--- src/rtl/canny_pixel_packer.sv ---
// Packs thresholded Canny pixels into memory words for the frame-buffer BRAM
// write port, signalling frame completion (frame_tick) and aborted frames (frame_err).
module canny_pixel_packer #(
    parameter int IN_WIDTH      = 8,
    parameter int DATA_WIDTH    = 8,
    parameter int PIXEL_BITS    = 1,
    parameter int TOTAL_PIXELS  = 42240,
    parameter int MSB_FIRST     = 0,
    localparam int PIX_PER_WORD = DATA_WIDTH / PIXEL_BITS,
    localparam int TOTAL_WORDS  = (TOTAL_PIXELS + PIX_PER_WORD - 1) / PIX_PER_WORD,
    localparam int ADDR_WIDTH   = (TOTAL_WORDS > 1) ? $clog2(TOTAL_WORDS) : 1
) (
    input  logic                  clk,
    input  logic                  reset,
    input  logic                  frame_start,
    input  logic                  pix_de,
    input  logic [IN_WIDTH-1:0]   pix_data,
    output logic                  we,
    output logic [DATA_WIDTH-1:0] wData,
    output logic [ADDR_WIDTH-1:0] wAddr,
    output logic                  frame_tick,
    output logic                  frame_err
);

    localparam int SLOT_W = (PIX_PER_WORD > 1) ? $clog2(PIX_PER_WORD) : 1;
    localparam int PIX_W  = (TOTAL_PIXELS > 1) ? $clog2(TOTAL_PIXELS) : 1;
    localparam logic [SLOT_W-1:0] LAST_SLOT = SLOT_W'(PIX_PER_WORD - 1);
    localparam logic [PIX_W-1:0]  LAST_PIX  = PIX_W'(TOTAL_PIXELS - 1);

    typedef enum logic [0:0] {
        ST_WAIT = 1'b0,
        ST_RUN  = 1'b1
    } state_t;

    state_t                  state_r, state_s;
    logic [DATA_WIDTH-1:0]   asm_r, asm_s, base_asm_s, word_s;
    logic [SLOT_W-1:0]       slot_r, slot_s, base_slot_s;
    logic [PIX_W-1:0]        pix_cnt_r, pix_cnt_s, base_pix_s;
    logic [ADDR_WIDTH-1:0]   addr_r, addr_s, base_addr_s;
    logic [PIXEL_BITS-1:0]   pixel_s;
    logic                    run_s, early_s, old_done_s, zero_base_s;
    logic                    accept_s, final_s, emit_s;
    logic                    pix_unused_s;

    function automatic logic [DATA_WIDTH-1:0] place_pixel(input logic [PIXEL_BITS-1:0] px,
                                                          input logic [SLOT_W-1:0]     slot);
        int pos;
        pos = (MSB_FIRST != 0) ? (PIX_PER_WORD - 1 - int'(slot)) : int'(slot);
        return DATA_WIDTH'(px) << (pos * PIXEL_BITS);
    endfunction

    assign pixel_s      = pix_data[IN_WIDTH-1 -: PIXEL_BITS];
    assign pix_unused_s = ^pix_data;

    // A pixel that completes the running word or frame belongs to the old frame,
    // even when frame_start arrives with it; otherwise frame_start begins from empty.
    assign run_s       = (state_r == ST_RUN);
    assign early_s     = run_s && frame_start && (pix_cnt_r != '0);
    assign old_done_s  = run_s && pix_de && ((slot_r == LAST_SLOT) || (pix_cnt_r == LAST_PIX));
    assign zero_base_s = frame_start && !old_done_s;
    assign accept_s    = pix_de && (run_s || frame_start);

    assign base_asm_s  = zero_base_s ? '0 : asm_r;
    assign base_slot_s = zero_base_s ? '0 : slot_r;
    assign base_pix_s  = zero_base_s ? '0 : pix_cnt_r;
    assign base_addr_s = zero_base_s ? '0 : addr_r;

    assign word_s  = base_asm_s | place_pixel(pixel_s, base_slot_s);
    assign final_s = accept_s && (base_pix_s == LAST_PIX);
    assign emit_s  = accept_s && ((base_slot_s == LAST_SLOT) || final_s);

    // Next-state for the FSM and the assembly/slot/pixel/address counters.
    always_comb begin
        state_s   = state_r;
        asm_s     = base_asm_s;
        slot_s    = base_slot_s;
        pix_cnt_s = base_pix_s;
        addr_s    = base_addr_s;
        if (final_s || (early_s && emit_s)) begin
            asm_s     = '0;
            slot_s    = '0;
            pix_cnt_s = '0;
            addr_s    = '0;
        end else if (emit_s) begin
            asm_s     = '0;
            slot_s    = '0;
            pix_cnt_s = base_pix_s + PIX_W'(1);
            addr_s    = base_addr_s + ADDR_WIDTH'(1);
        end else if (accept_s) begin
            asm_s     = word_s;
            slot_s    = base_slot_s + SLOT_W'(1);
            pix_cnt_s = base_pix_s + PIX_W'(1);
        end else begin
            asm_s     = base_asm_s;
            slot_s    = base_slot_s;
        end
        if (frame_start) begin
            state_s = ST_RUN;
        end else if (final_s) begin
            state_s = ST_WAIT;
        end else begin
            state_s = state_r;
        end
    end

    // State, counters and registered write-port outputs.
    always_ff @(posedge clk) begin
        if (reset) begin
            state_r    <= ST_WAIT;
            asm_r      <= '0;
            slot_r     <= '0;
            pix_cnt_r  <= '0;
            addr_r     <= '0;
            we         <= 1'b0;
            wData      <= '0;
            wAddr      <= '0;
            frame_tick <= 1'b0;
            frame_err  <= 1'b0;
        end else begin
            state_r    <= state_s;
            asm_r      <= asm_s;
            slot_r     <= slot_s;
            pix_cnt_r  <= pix_cnt_s;
            addr_r     <= addr_s;
            we         <= emit_s;
            wData      <= emit_s ? word_s : wData;
            wAddr      <= emit_s ? base_addr_s : wAddr;
            frame_tick <= final_s;
            frame_err  <= early_s && !final_s;
        end
    end

endmodule

--- config.mk ---
export PLATFORM = sky130hd
export DESIGN_NAME = canny_pixel_packer
export DESIGN_NICKNAME = d
export VERILOG_FILES = /design/src/rtl/canny_pixel_packer.sv
export SDC_FILE = /design/constraint.sdc
export NUM_CORES = 1
export LEC_CHECK = 0
export BUFFER_PORTS_ARGS = -buffer_cell sky130_fd_sc_hd__clkbuf_2
export CORE_ASPECT_RATIO = 0.8
export CORE_UTILIZATION = 57
export DETAILED_ROUTE_END_ITERATION = 10
export GPL_ROUTABILITY_DRIVEN = 0
export HOLD_SLACK_MARGIN = 0.05
export PLACE_DENSITY = 0.82
export SLEW_MARGIN = 20
export SYNTH_ARGS = -nofsm -noshare
export SYNTH_HDL_FRONTEND = slang
export SYNTH_SLANG_ARGS = --single-unit
export TNS_END_PERCENT = 1
--- constraint.sdc ---
create_clock -name clk -period 4.2 [get_ports clk]
set_clock_uncertainty 0.2 [all_clocks]
set_input_delay 0.63 -clock clk [delete_from_list [all_inputs] [get_ports clk]]
set_output_delay 0.63 -clock clk [all_outputs]
set_load 0.05 [all_outputs]
==> results.md <==
- Inst Count DP: 417
- Share of the synthesized area in the top cell type: 44.16%
- Reg power frac: 51.4%
- FF+latch count, synth: 65
- Combinational share of power: 4.0%
- GRT Overall Usage: 24.80%
- GRT overflow: 0
- Register area share after synthesis: 44.16%
- Post-CTS Resized: 0
- Post-synth top area cell: dfxtp_1
- Hold-fix buffers, CTS: 0
- WP data required: 4.20 ns
- Relative slew slack: 45.62%
- Final Max Slew Viols: 0
- M1 GR Usage: 30.56%
- Area growth, synth to finish: 12.10%
- CTS tree: built
- Worst-Skew Late Latency: 0.34 ns
- CORE AREA: 4979 sq um
- Synth Net Count: 359
- RSZ-0062 raised after global routing: false
- Synth warn: 0
- Worst hold path class: reg2reg
- Gr busiest metal: met2
- Met2 usage: 39.88%
- DRT Pass-1 Iters: 5
- Vias in the first global route: 2185
- Fin crit share: 84.50%
- Chip width: 82.39 microns
- Fin cells: 433
- Hpwl dp: 4.302 mm
- Maxcap violations: 0
- Std-Cell Rows: 23
- Area of the mapped netlist: 2947 sq um
- EDFF count, synth: 0
- Fmax: 281.8 MHz
- Post-synth top flop: dfxtp_1
- PwrDens: 367.3 nW/um^2
- Post-layout min period: 3.549 ns
- Clk buf depth: 2
- Status: finished clean
- Peak supply drop: 241.3 uV
- Met3 Track Usage GR: 9.103%
- Drt total wl: 6.270 mm
- Yosys cell types: 47
- Sw Ratio: 22.64%
- Initial Utilization: 59.19%
- Number of primary I/O pins: 36
- CP startpoint kind: flop
- Worst Tran Pin Value: 0.8157 ns
- ANT cells: 0
- Initial antenna violation count: 0
- Internal power consumption: 938.6 uW
- Die Y: 66.31 microns
- Port Buf Inserts: 28
- Setup violations, final: 0
- Asr flop ratio synth: 0%
- Layout cells sized above 1: 16.71%
- Crit end category: flop
- FILL cells: 398
- Mapped Cells: 343
- Post-route cell area: 3303 sq um
- Vias/cell: 5.838
- Initial drt markers: 137
- Clock sink total: 65
- Nets: 382
- Worst Setup Slack, final: 0.6509 ns
- Placed Area: 3098 sq um
- Hold WS: 0.2497 ns
- Hold path cells: 2
- Setup Buffers After CTS: 0
- Worst-path clk slew: 0.07 ns
- Largest net degree at the start of global routing: 32
- CP Data Arrival Time: 3.55 ns
- H-tree depth: 3
- Antenna Nets Post-Route: 0
- Global-route wire length before repair: 10.03 mm
- Vias post-DR: 2528
- Final core utilization: 66.35%
- Switching pwr: 274.7 uW
- Max FO, Critical Path: 20
- Clock share of power: 44.6%
- Setup CP Type: reg2reg
- Clock root buffer: clkbuf_8
- TritonCTS Buffers: 9
- Static Leak: 1.188 nW
- R2R depth: 11
- Routed len/inst: 14.48 microns
- Pwr Total: 1.213 mW
- Die ar.: 5463 sq um
- Setup WS pre-CTS: 0.3606 ns
- Synth top area cells: dfxtp_1 44%, a21oi_1 7.0%, nand2_1 4.8%
- Drt drc: 0
- Setup TNS: 0 ns
- Syn_area_per_cell: 8.591 sq um
- Final Hold Vio Count: 0
-- power groups by stage --
| stage | Clock (mW) | Combinational, mW | Sequential [mW] |
|---|---|---|---|
| floorplan | 0 | 0.0351 | 0.637 |
| global placement | 0 | 0.0469 | 0.637 |
| detailed placement | 0 | 0.0480 | 0.637 |
| CTS | 0.554 | 0.0480 | 0.623 |
| global route | 0.580 | 0.0522 | 0.623 |
| finish | 0.542 | 0.0482 | 0.623 |
-- cell usage after synthesis, types with 3 or more instances --
library cell,n
nor2b_1,4
buf_2,8
a31oi_1,4
a21oi_1,41
nor2_1,32
clkbuf_1,11
xnor2_1,8
or3_1,13
xor2_1,12
nor3_1,9
nand2_1,38
or4_1,3
and2_1,10
and3_1,5
o31ai_1,3
nand4_1,7
nand3_1,22
nor4_1,3
ha_1,4
dfxtp_1,65
o21ai_0,9
-- final timing paths --
kind                            slack [ns]     start      endpoint
worst max-delay path                  0.65     run_s  pix_cnt_r[3]
worst min-delay path                  0.25  wAddr[0]      wAddr[0]
worst max register to register        0.65     run_s  pix_cnt_r[3]
worst min register to register        0.25  wAddr[0]      wAddr[0]
-- layout by cell type (no fill, tap or decap), types with 3 or more instances in the layout --
| master | n |
|---|---|
| nor3_1 | 9 |
| nor2b_1 | 4 |
| buf_4 | 5 |
| and2_1 | 10 |
| or3_1 | 13 |
| nor4_1 | 3 |
| nand2_1 | 38 |
| clkbuf_2 | 28 |
| o31ai_1 | 3 |
| xnor2_1 | 8 |
| xor2_1 | 12 |
| and3_1 | 5 |
| or4_1 | 3 |
| o21ai_0 | 9 |
| clkinv_2 | 3 |
| a31oi_1 | 4 |
| nor2_1 | 32 |
| a21oi_1 | 41 |
| ha_1 | 4 |
| nand3_1 | 22 |
| dfxtp_1 | 65 |
| clkbuf_8 | 11 |
| nand4_1 | 7 |
-- cell type report --
cell class | instances | area, sq um | area share (%)
Tap cell | 62 | 77.57 | 2.348
Sequential cell | 65 | 1301 | 39.39
Clock inverter | 5 | 53.80 | 1.629
Multi-Input combinational cell | 255 | 1534 | 46.44
Inverter | 2 | 7.507 | 0.2273
Clock buffer | 11 | 151.4 | 4.583
Timing Repair Buffer | 33 | 177.7 | 5.379
-- sequential cells by signal, summed over array words and instances, names as in the netlist --
register and count:
wData 8, run_s 1, wAddr 13, pix_cnt_r 16, addr_r 13, frame_tick 1, frame_err 1, slot_r 3
asm_r 8, we 1
-- worst max-delay path: stages (launching register included) --
cell       delay (ns)
dfxtp_1          0.41
and2_2           0.27
nand4_4          0.17
o31ai_4          0.32
and2_1           0.21
ha_1             0.27
nand3_1          0.18
a2111oi_4        0.24
buf_4            0.24
or3b_1           0.14
nand2b_1         0.64
nor2_1           0.12
-- cell families after synthesis --
group,Yosys count,synth area share [%]
xor gates and xnor gates,20,5.945
DFF,65,44.16
and+or+nand+nor,157,28.07
muxes,2,0.6794
adders and majority gates,4,1.699
buffers and inverters,23,3.779
AOI/OAI and AO/OA,72,15.67
-- metal layers --
layer / up-vias / share of wire (%)
met2: 61 / 48
met4: 0 / 2.0
met5: - / 0
li1: 1260 / -
met1: 1193 / 46
met3: 14 / 4.2
Power figures use the tool's default switching activity.
